$ cat config.mk
export PLATFORM = sky130hd
export DESIGN_NAME = fifo_deframe
export DESIGN_NICKNAME = d
export VERILOG_FILES = /design/src/rtl/fifo_deframe.sv
export SDC_FILE = /design/constraint.sdc
export NUM_CORES = 1
export LEC_CHECK = 0
export CAP_MARGIN = 20
export CORE_UTILIZATION = 35
export CTS_CLUSTER_SIZE = 8
export DETAILED_ROUTE_END_ITERATION = 12
export SLEW_MARGIN = 10
export SYNTH_ARGS = -nofsm -noshare
export SYNTH_HDL_FRONTEND = slang
export SYNTH_SLANG_ARGS = --single-unit
$ cat constraint.sdc
create_clock -name CLK -period 3.7 [get_ports CLK]
set_input_delay 0.37 -clock CLK [delete_from_list [all_inputs] [get_ports CLK]]
set_output_delay 0.37 -clock CLK [all_outputs]
set_load 0.05 [all_outputs]
$ cat src/rtl/fifo_deframe.sv
// fifo_deframe
//   Splits a framed word stream coming out of one first-word-fall-through FIFO
//   into two client sink FIFOs. Each frame is one header word followed by
//   1..2^popcount(CNTMASK) payload words. Header bits under SELMASK pick the
//   client (non-zero -> client 2); the contiguous CNTMASK field holds the
//   payload length minus one. Data passes straight through with no register
//   stage, so a word is written to its sink in the same cycle it is popped.
//
// Ports
//   CLK, RESET              : clock, synchronous active-high reset
//   in_rden                 : pop strobe to the source FIFO
//   in_rdempty, in_rddata   : source status and head-of-FIFO data
//   c1_wren, c1_wrfull,
//   c1_wrdata               : client 1 sink write port
//   c2_wren, c2_wrfull,
//   c2_wrdata               : client 2 sink write port
//   busy                    : high while a frame's payload is being moved
//   c1_frames, c2_frames    : saturating counts of completed frames per client
module fifo_deframe #(
  parameter int              DW      = 8,
  parameter logic [DW-1:0]   SELMASK = 8'h80,
  parameter logic [DW-1:0]   CNTMASK = 8'h70
) (
  input  logic          CLK,
  input  logic          RESET,
  output logic          in_rden,
  input  logic          in_rdempty,
  input  logic [DW-1:0] in_rddata,
  output logic          c1_wren,
  input  logic          c1_wrfull,
  output logic [DW-1:0] c1_wrdata,
  output logic          c2_wren,
  input  logic          c2_wrfull,
  output logic [DW-1:0] c2_wrdata,
  output logic          busy,
  output logic [15:0]   c1_frames,
  output logic [15:0]   c2_frames
);

  function automatic int mask_lsb(input logic [DW-1:0] m);
    int pos;
    pos = 0;
    for (int i = DW - 1; i >= 0; i--) begin
      if (m[i]) pos = i;
    end
    return pos;
  endfunction

  function automatic int mask_pop(input logic [DW-1:0] m);
    int n;
    n = 0;
    for (int i = 0; i < DW; i++) begin
      if (m[i]) n = n + 1;
    end
    return n;
  endfunction

  localparam int CNT_LSB  = mask_lsb(CNTMASK);
  localparam int CNT_BITS = mask_pop(CNTMASK);
  // One extra bit so that "field all ones" plus one still fits.
  localparam int REM_W    = CNT_BITS + 1;

  typedef enum logic {
    HDR,
    PAYLOAD
  } state_t;

  state_t             state;
  state_t             next_state;
  logic               sel;
  logic [REM_W-1:0]   remaining;
  logic [REM_W-1:0]   hdr_field;
  logic [REM_W-1:0]   hdr_len;
  logic               hdr_sel;
  logic               sel_full;
  logic               hdr_pop;
  logic               xfer;
  logic               last_xfer;

  assign c1_wrdata = in_rddata;
  assign c2_wrdata = in_rddata;

  // Pull the length field out bit by bit so any contiguous CNTMASK works.
  always_comb begin
    hdr_field = '0;
    for (int i = 0; i < CNT_BITS; i++) begin
      hdr_field[i] = in_rddata[CNT_LSB + i];
    end
  end

  assign hdr_len   = hdr_field + REM_W'(1);
  assign hdr_sel   = |(in_rddata & SELMASK);
  // Only the selected client's full flag may stall the frame.
  assign sel_full  = sel ? c2_wrfull : c1_wrfull;
  assign last_xfer = xfer && (remaining == REM_W'(1));

  always_ff @(posedge CLK) begin
    if (RESET) begin
      state <= HDR;
    end else begin
      state <= next_state;
    end
  end

  always_comb begin
    next_state = state;
    case (state)
      HDR:     if (hdr_pop)   next_state = PAYLOAD;
      PAYLOAD: if (last_xfer) next_state = HDR;
      default: next_state = HDR;
    endcase
  end

  // Pop and write strobes are purely combinational so data moves with zero
  // latency; reset gates every strobe.
  always_comb begin
    hdr_pop = 1'b0;
    xfer    = 1'b0;
    busy    = 1'b0;
    in_rden = 1'b0;
    c1_wren = 1'b0;
    c2_wren = 1'b0;
    if (!RESET) begin
      case (state)
        HDR: begin
          hdr_pop = !in_rdempty;
        end
        PAYLOAD: begin
          busy = 1'b1;
          xfer = !in_rdempty && !sel_full;
        end
        default: ;
      endcase
      in_rden = hdr_pop || xfer;
      c1_wren = xfer && !sel;
      c2_wren = xfer && sel;
    end
  end

  always_ff @(posedge CLK) begin
    if (RESET) begin
      sel       <= 1'b0;
      remaining <= '0;
      c1_frames <= '0;
      c2_frames <= '0;
    end else begin
      if (hdr_pop) begin
        sel       <= hdr_sel;
        remaining <= hdr_len;
      end
      if (xfer) begin
        remaining <= remaining - REM_W'(1);
      end
      if (last_xfer) begin
        if (sel) begin
          if (c2_frames != 16'hFFFF) c2_frames <= c2_frames + 16'd1;
        end else begin
          if (c1_frames != 16'hFFFF) c1_frames <= c1_frames + 16'd1;
        end
      end
    end
  end

endmodule

==> results of run 1 <==
==> power by group through the flow <==
| stage | Sequential [W] | Clock, W | Combinational [W] |
|---|---|---|---|
| after detailed placement | 0.000430 | 0 | 0.0000897 |
| after CTS | 0.000420 | 0.000307 | 0.0000901 |
| after global placement | 0.000430 | 0 | 0.0000894 |
| after floorplan | 0.000426 | 0 | 0.0000907 |
| after global routing | 0.000421 | 0.000327 | 0.0000976 |
| final | 0.000420 | 0.000294 | 0.0000891 |
==> logic make-up (layout without fill, tap and decap cells) <==
group           after synthesis  after routing  share of synthesized area
flops                        38             38                      0.341
simple gates                104            104                      0.286
fa+ha+maj                     5              5                     0.0280
xor+xnor                      1              1                    0.00392
mux                           6              6                     0.0291
compound gates               74             74                      0.213
buf+inv                      40             74                     0.0992
==> area by class of cell <==
type                    count  area [um2]  share of cell area
repair buffers             56         546               0.196
clock inverters             1        5.00             0.00180
clock buffers               7        86.3              0.0311
inverters                  10        37.5              0.0135
flip-flops and latches     38         761               0.274
multi-input cells         190        1250               0.450
well taps                  75        93.8              0.0338
==> routing by layer <==
layer / routed length (um) / up-vias / global-route usage
met5: 0 / - / 0
met4: 46 / 0 / 0.0474
met3: 249 / 6 / 0.0356
met2: 2400 / 46 / 0.264
met1: 2480 / 988 / 0.227
li1: - / 1088 / -
==> critical path: stages <==
cell and delay (ns):
clkdlybuf4s50_1 0.46, mux2_1 0.43, a21o_1 0.25, nor2_1 0.09, clkdlybuf4s50_1 0.81
==> sequential cells by signal (all words and copies together), names as in the netlist <==
register / count
remaining: 4
state: 1
c1_frames: 16
sel: 1
c2_frames: 16
==> per-stage QoR <==
step                hold WS [ns]  cell area, um2
floorplan                  0.488            2230
global placement           0.491            2690
detailed placement         0.494            2690
CTS                        0.508            2780
global route               0.525            2780
finish                     0.506            2780
==> worst paths after layout <==
path | cells past startpoint | start | end
min reg2reg | 2 | c1_frames[11]$_SDFFE_PP0P_ | c1_frames[11]$_SDFFE_PP0P_
min | 2 | c1_frames[11]$_SDFFE_PP0P_ | c1_frames[11]$_SDFFE_PP0P_
max reg2reg | 5 | remaining[0]$_SDFFE_PP0P_ | c2_frames[13]$_SDFFE_PP0P_
max | 5 | c2_wrfull | in_rden
==> cell usage in the layout, fill, tap and decap left out, types with 3 or more instances in the layout <==
cell type / n
clkdlybuf4s50_1: 50
dfxtp_1: 38
a21oi_1: 26
o31ai_1: 14
or4_1: 14
o21ai_0: 13
nor2_1: 12
nand2_1: 12
nand3_1: 11
inv_1: 10
nor3_1: 8
nand4_1: 7
nor2b_1: 6
and3_1: 6
or3_1: 6
clkbuf_8: 6
buf_4: 6
and4_1: 5
ha_1: 5
nor4_1: 4
o311ai_0: 3
o41ai_1: 3
mux2_2: 3
nor4b_1: 3
o311a_1: 3
a31oi_1: 3
==> results.cfg, run 1 <==
[clocking]
cts_tree = done
cts_buffers = 5
clockBufferDepth = 2
holdBufCountCts = 0
clk_latency_ns = 0.28
clock-sinks = 38
htreeDepth = 2
post_cts_buffers = 0
cts-resized-gates = 0
clk_pin_slew_ns = 0.07
cts_root_buffer = clkbuf_8

[finish]
nets = 319
final_util = 0.461
drive_gt1_frac = 0.0662
nFillCells = 613
stdcell_count = 377
area_growth_pct = 24.5
diodes = 0

[route]
drt_iter0_drc = 116
vias = 2128
firstDrtPassIters = 4
drc = 0
totalWireLength_um = 5180
vias_per_cell = 5.64
wl_per_cell_um = 13.7
ant_nets = 0

[grt]
overflow = 0
track_usage = 0.167
grt_pass1_wl_um = 8820
antenna_found_initial = 0
grt_max_degree = 29
grt_pass1_vias = 1850

[yosys]
ys_async_sr_fraction = 0
synthTopCellsByArea = dfxtp_1 (34%), a21oi_1 (5.8%), buf_4 (5.4%)
netlist_top_cells_count = dfxtp_1 (38), a21oi_1 (26), buf_4 (16), o31ai_1 (14), or4_1 (14)
synth-edff-count = 0
syn_nets = 286
yosysWarningCount = 0
synth_top_flop_cell = dfxtp_1
synth_top_area_frac = 0.341
yosysTopAreaCell = dfxtp_1
synth_most_common_cell = dfxtp_1
ys_seq_area_frac = 0.341
avgSynthCellArea_um2 = 8.33
synth_seq_cells = 38
syn_area_mm2 = 0.00223
netlist_instances = 268
synth.distinct_cells = 45

[timing]
tightest_slew_ns = 0.768
fin_crit_ns = 2.77
max_freq_ghz = 0.361
skew_ns = 0.00386
slew_violations = 0
min_period_over_period = 0.749
relSlewSlack = 0.488
fin_tns_setup_ns = 0
hold_viol = 0
grt_setup_unrepaired = no
setup_violations = 0
setup_slack_ns = 0.927

[floorplanning]
fp.dieH_um = 81.9
die_w_um = 81.9
io_pins = 65
rows = 28
die_area_mm2 = 0.00670
core_mm2 = 0.00603
initial_core_util = 0.371

[place]
place_ws_ns = 0.822
numPortBuffers = 52
place_congestion = 0.804
dp_hpwl_um = 3780
dp.cells = 369

[critical_path]
cp-start-kind = primary input
critPathMaxFanout = 8
critical_path_class = primary input to output port
r2r_slack_ns = 1.30
cp_data_required_time_ns = 3.33
crit_path_end_kind = output port
cp.arrival_ns = 2.40

[power_and_ir_drop]
switching_share = 0.255
combPwrFrac = 0.111
leakagePower_nw = 0.903
p_int_w = 0.000598
irDropWorstVdd_mv = 0.149
p_seq_frac = 0.523
total_power_w = 0.000803
pwr-share-clk = 0.366
power_density_mw_per_mm2 = 289
switchingPower_w = 0.000205

[min_path]
hold_class = flop to flop

[outcome]
status = complete, no violations

[run]
maxCapViolCount = 0
No activity file was read; power rests on OpenSTA's default activity.
==> run 2: changes to the inputs <==
==> constraint.sdc (replaced) <==
create_clock -name CLK -period 2.6 [get_ports CLK]
set_input_delay 0.26 -clock CLK [delete_from_list [all_inputs] [get_ports CLK]]
set_output_delay 0.26 -clock CLK [all_outputs]
set_load 0.05 [all_outputs]
==> results.cfg, run 2 (synthesized netlist as in run 1, its figures left out) <==
[outcome]
status = complete, no violations

[critical_path]
cp-start-kind = flop
cp-startpoint = remaining[0]$_SDFFE_PP0P_
worst-path-buf-inv = 0
cp.arrival_ns = 2.51
critPathMaxFanout = 5
crit_path_end_kind = flop
cp_data_required_time_ns = 2.82
crit_chain = ha_1 > or4b_4 > or4_4 > or4_1 > a21oi_1
critical_path_class = flop to flop
r2r_end = c2_frames[8]$_SDFFE_PP0P_
r2r_slack_ns = 0.31
cpMaxStageDelayCell = or4_4
rr_startpoint = remaining[0]$_SDFFE_PP0P_
crit_family = simple AND/OR/NAND/NOR gates
reg2regPathDepth = 5
max_stage_delay_ns = 0.55

[min_path]
min_to = c1_frames[11]$_SDFFE_PP0P_
whs_path_depth = 2
min_from = c1_frames[11]$_SDFFE_PP0P_
hold_class = flop to flop

[timing]
setup_violations = 0
hold_slack_ns = 0.497
hold_viol = 0
fin_tns_setup_ns = 0
min_period_over_period = 0.881
setup_slack_ns = 0.310
skew_ns = 0.00670
relSlewSlack = 0.486
max_freq_ghz = 0.437
fin_crit_ns = 2.29
grt_setup_unrepaired = no
slew_violations = 0
tightest_slew_ns = 0.770

[grt]
antenna_found_initial = 0
track_usage = 0.174
grt_max_degree = 29
grt_pass1_vias = 1889
grt_pass1_wl_um = 9060
overflow = 0

[route]
totalWireLength_um = 5360
ant_nets = 0
vias = 2184
vias_per_cell = 5.73
drc = 0
drt_iter0_drc = 97
firstDrtPassIters = 4
wl_per_cell_um = 14.1

[clocking]
holdBufCountCts = 0
cts_buffers = 5
clk_pin_slew_ns = 0.08
clk_latency_ns = 0.28
clock-sinks = 38
cts_tree = done
cts_root_buffer = clkbuf_8
cts-resized-gates = 0
htreeDepth = 2
post_cts_buffers = 0
clockBufferDepth = 2

[run]
maxCapViolCount = 0

[power_and_ir_drop]
power_density_mw_per_mm2 = 393
total_power_w = 0.00112
irDropWorstVdd_mv = 0.253
leakagePower_nw = 0.934

[place]
numPortBuffers = 52
place_ws_ns = 0.105
place_congestion = 0.782
dp_hpwl_um = 3960
dp.cells = 374

[floorplanning]
die_w_um = 81.9
core_mm2 = 0.00603
die_area_mm2 = 0.00670
rows = 28
initial_core_util = 0.371
io_pins = 65
fp.dieH_um = 81.9

[finish]
nFillCells = 606
nets = 324
regArea_um2 = 761
diodes = 0
reg_top3 = c1_frames x16, c2_frames x16, remaining x4
drive_gt1_frac = 0.0817
final_common_cell = clkdlybuf4s50_1
multi_input_area_mm2 = 0.00125
layout_common_cells = clkdlybuf4s50_1 (48), dfxtp_1 (38), a21oi_1 (26)
stdcell_count = 381
area_growth_pct = 27.5
-- run 2: cell count changes in the layout (fill, tap and decap cells not counted) --
cell | before | now
buf_4 | 6 | 9
buf_12 | 0 | 4
clkdlybuf4s50_1 | 50 | 48
clkbuf_8 | 6 | 5
clkinv_2 | 1 | 0
clkbuf_1 | 1 | 2
-- run 2: cell type report --
cell class / instances / share of cell area
sequential: 38 / 0.267
multi-input combinational: 190 / 0.439
tap: 75 / 0.0330
inverter: 10 / 0.0132
timing repair buffer: 61 / 0.221
clock buffer: 7 / 0.0268
-- run 2: how the worst max path moves through the flow --
stage               depth (start not counted)  slack, ns                         end
finish                                      5       0.31   c2_frames[8]$_SDFFE_PP0P_
floorplan                                   4       0.21                     c1_wren
global route                                4       0.17  c2_frames[13]$_SDFFE_PP0P_
CTS                                         5       0.30                     c1_wren
global placement                            5       0.19   c2_frames[8]$_SDFFE_PP0P_
detailed placement                          5       0.11  c2_frames[13]$_SDFFE_PP0P_
-- run 2: worst reg2reg max path: cells and delay by family, from the launching register on --
kind / cells / cell delay [ns]
adder cells (fa/ha/maj): 1 / 0.20
flip-flops: 1 / 0.40
AO/OA/AOI/OAI: 1 / 0.15
AND/OR/NAND/NOR: 3 / 1.50
-- run 2: metrics by stage --
step,util,cell area (um2)
3_5_place_dp,0.460,2770
6_report,0.473,2850
4_1_cts,0.473,2850
2_1_floorplan,-,2230
5_1_grt,0.473,2850
3_3_place_gp,0.460,2770
-- run 2: metal layers --
layer,part of all wire,vias up,global-route usage
met2,0.47,48,0.276
met4,0.0039,0,0.0649
li1,-,1093,-
met1,0.48,1041,0.231
met5,0,-,0
met3,0.044,2,0.0356
-- run 2: power by group --
group	switching, W	total (W)	internal (W)
sequential	0.0000103	0.000599	0.000588
clock	0.000197	0.000381	0.000185
combinational	0.0000808	0.000138	0.0000570
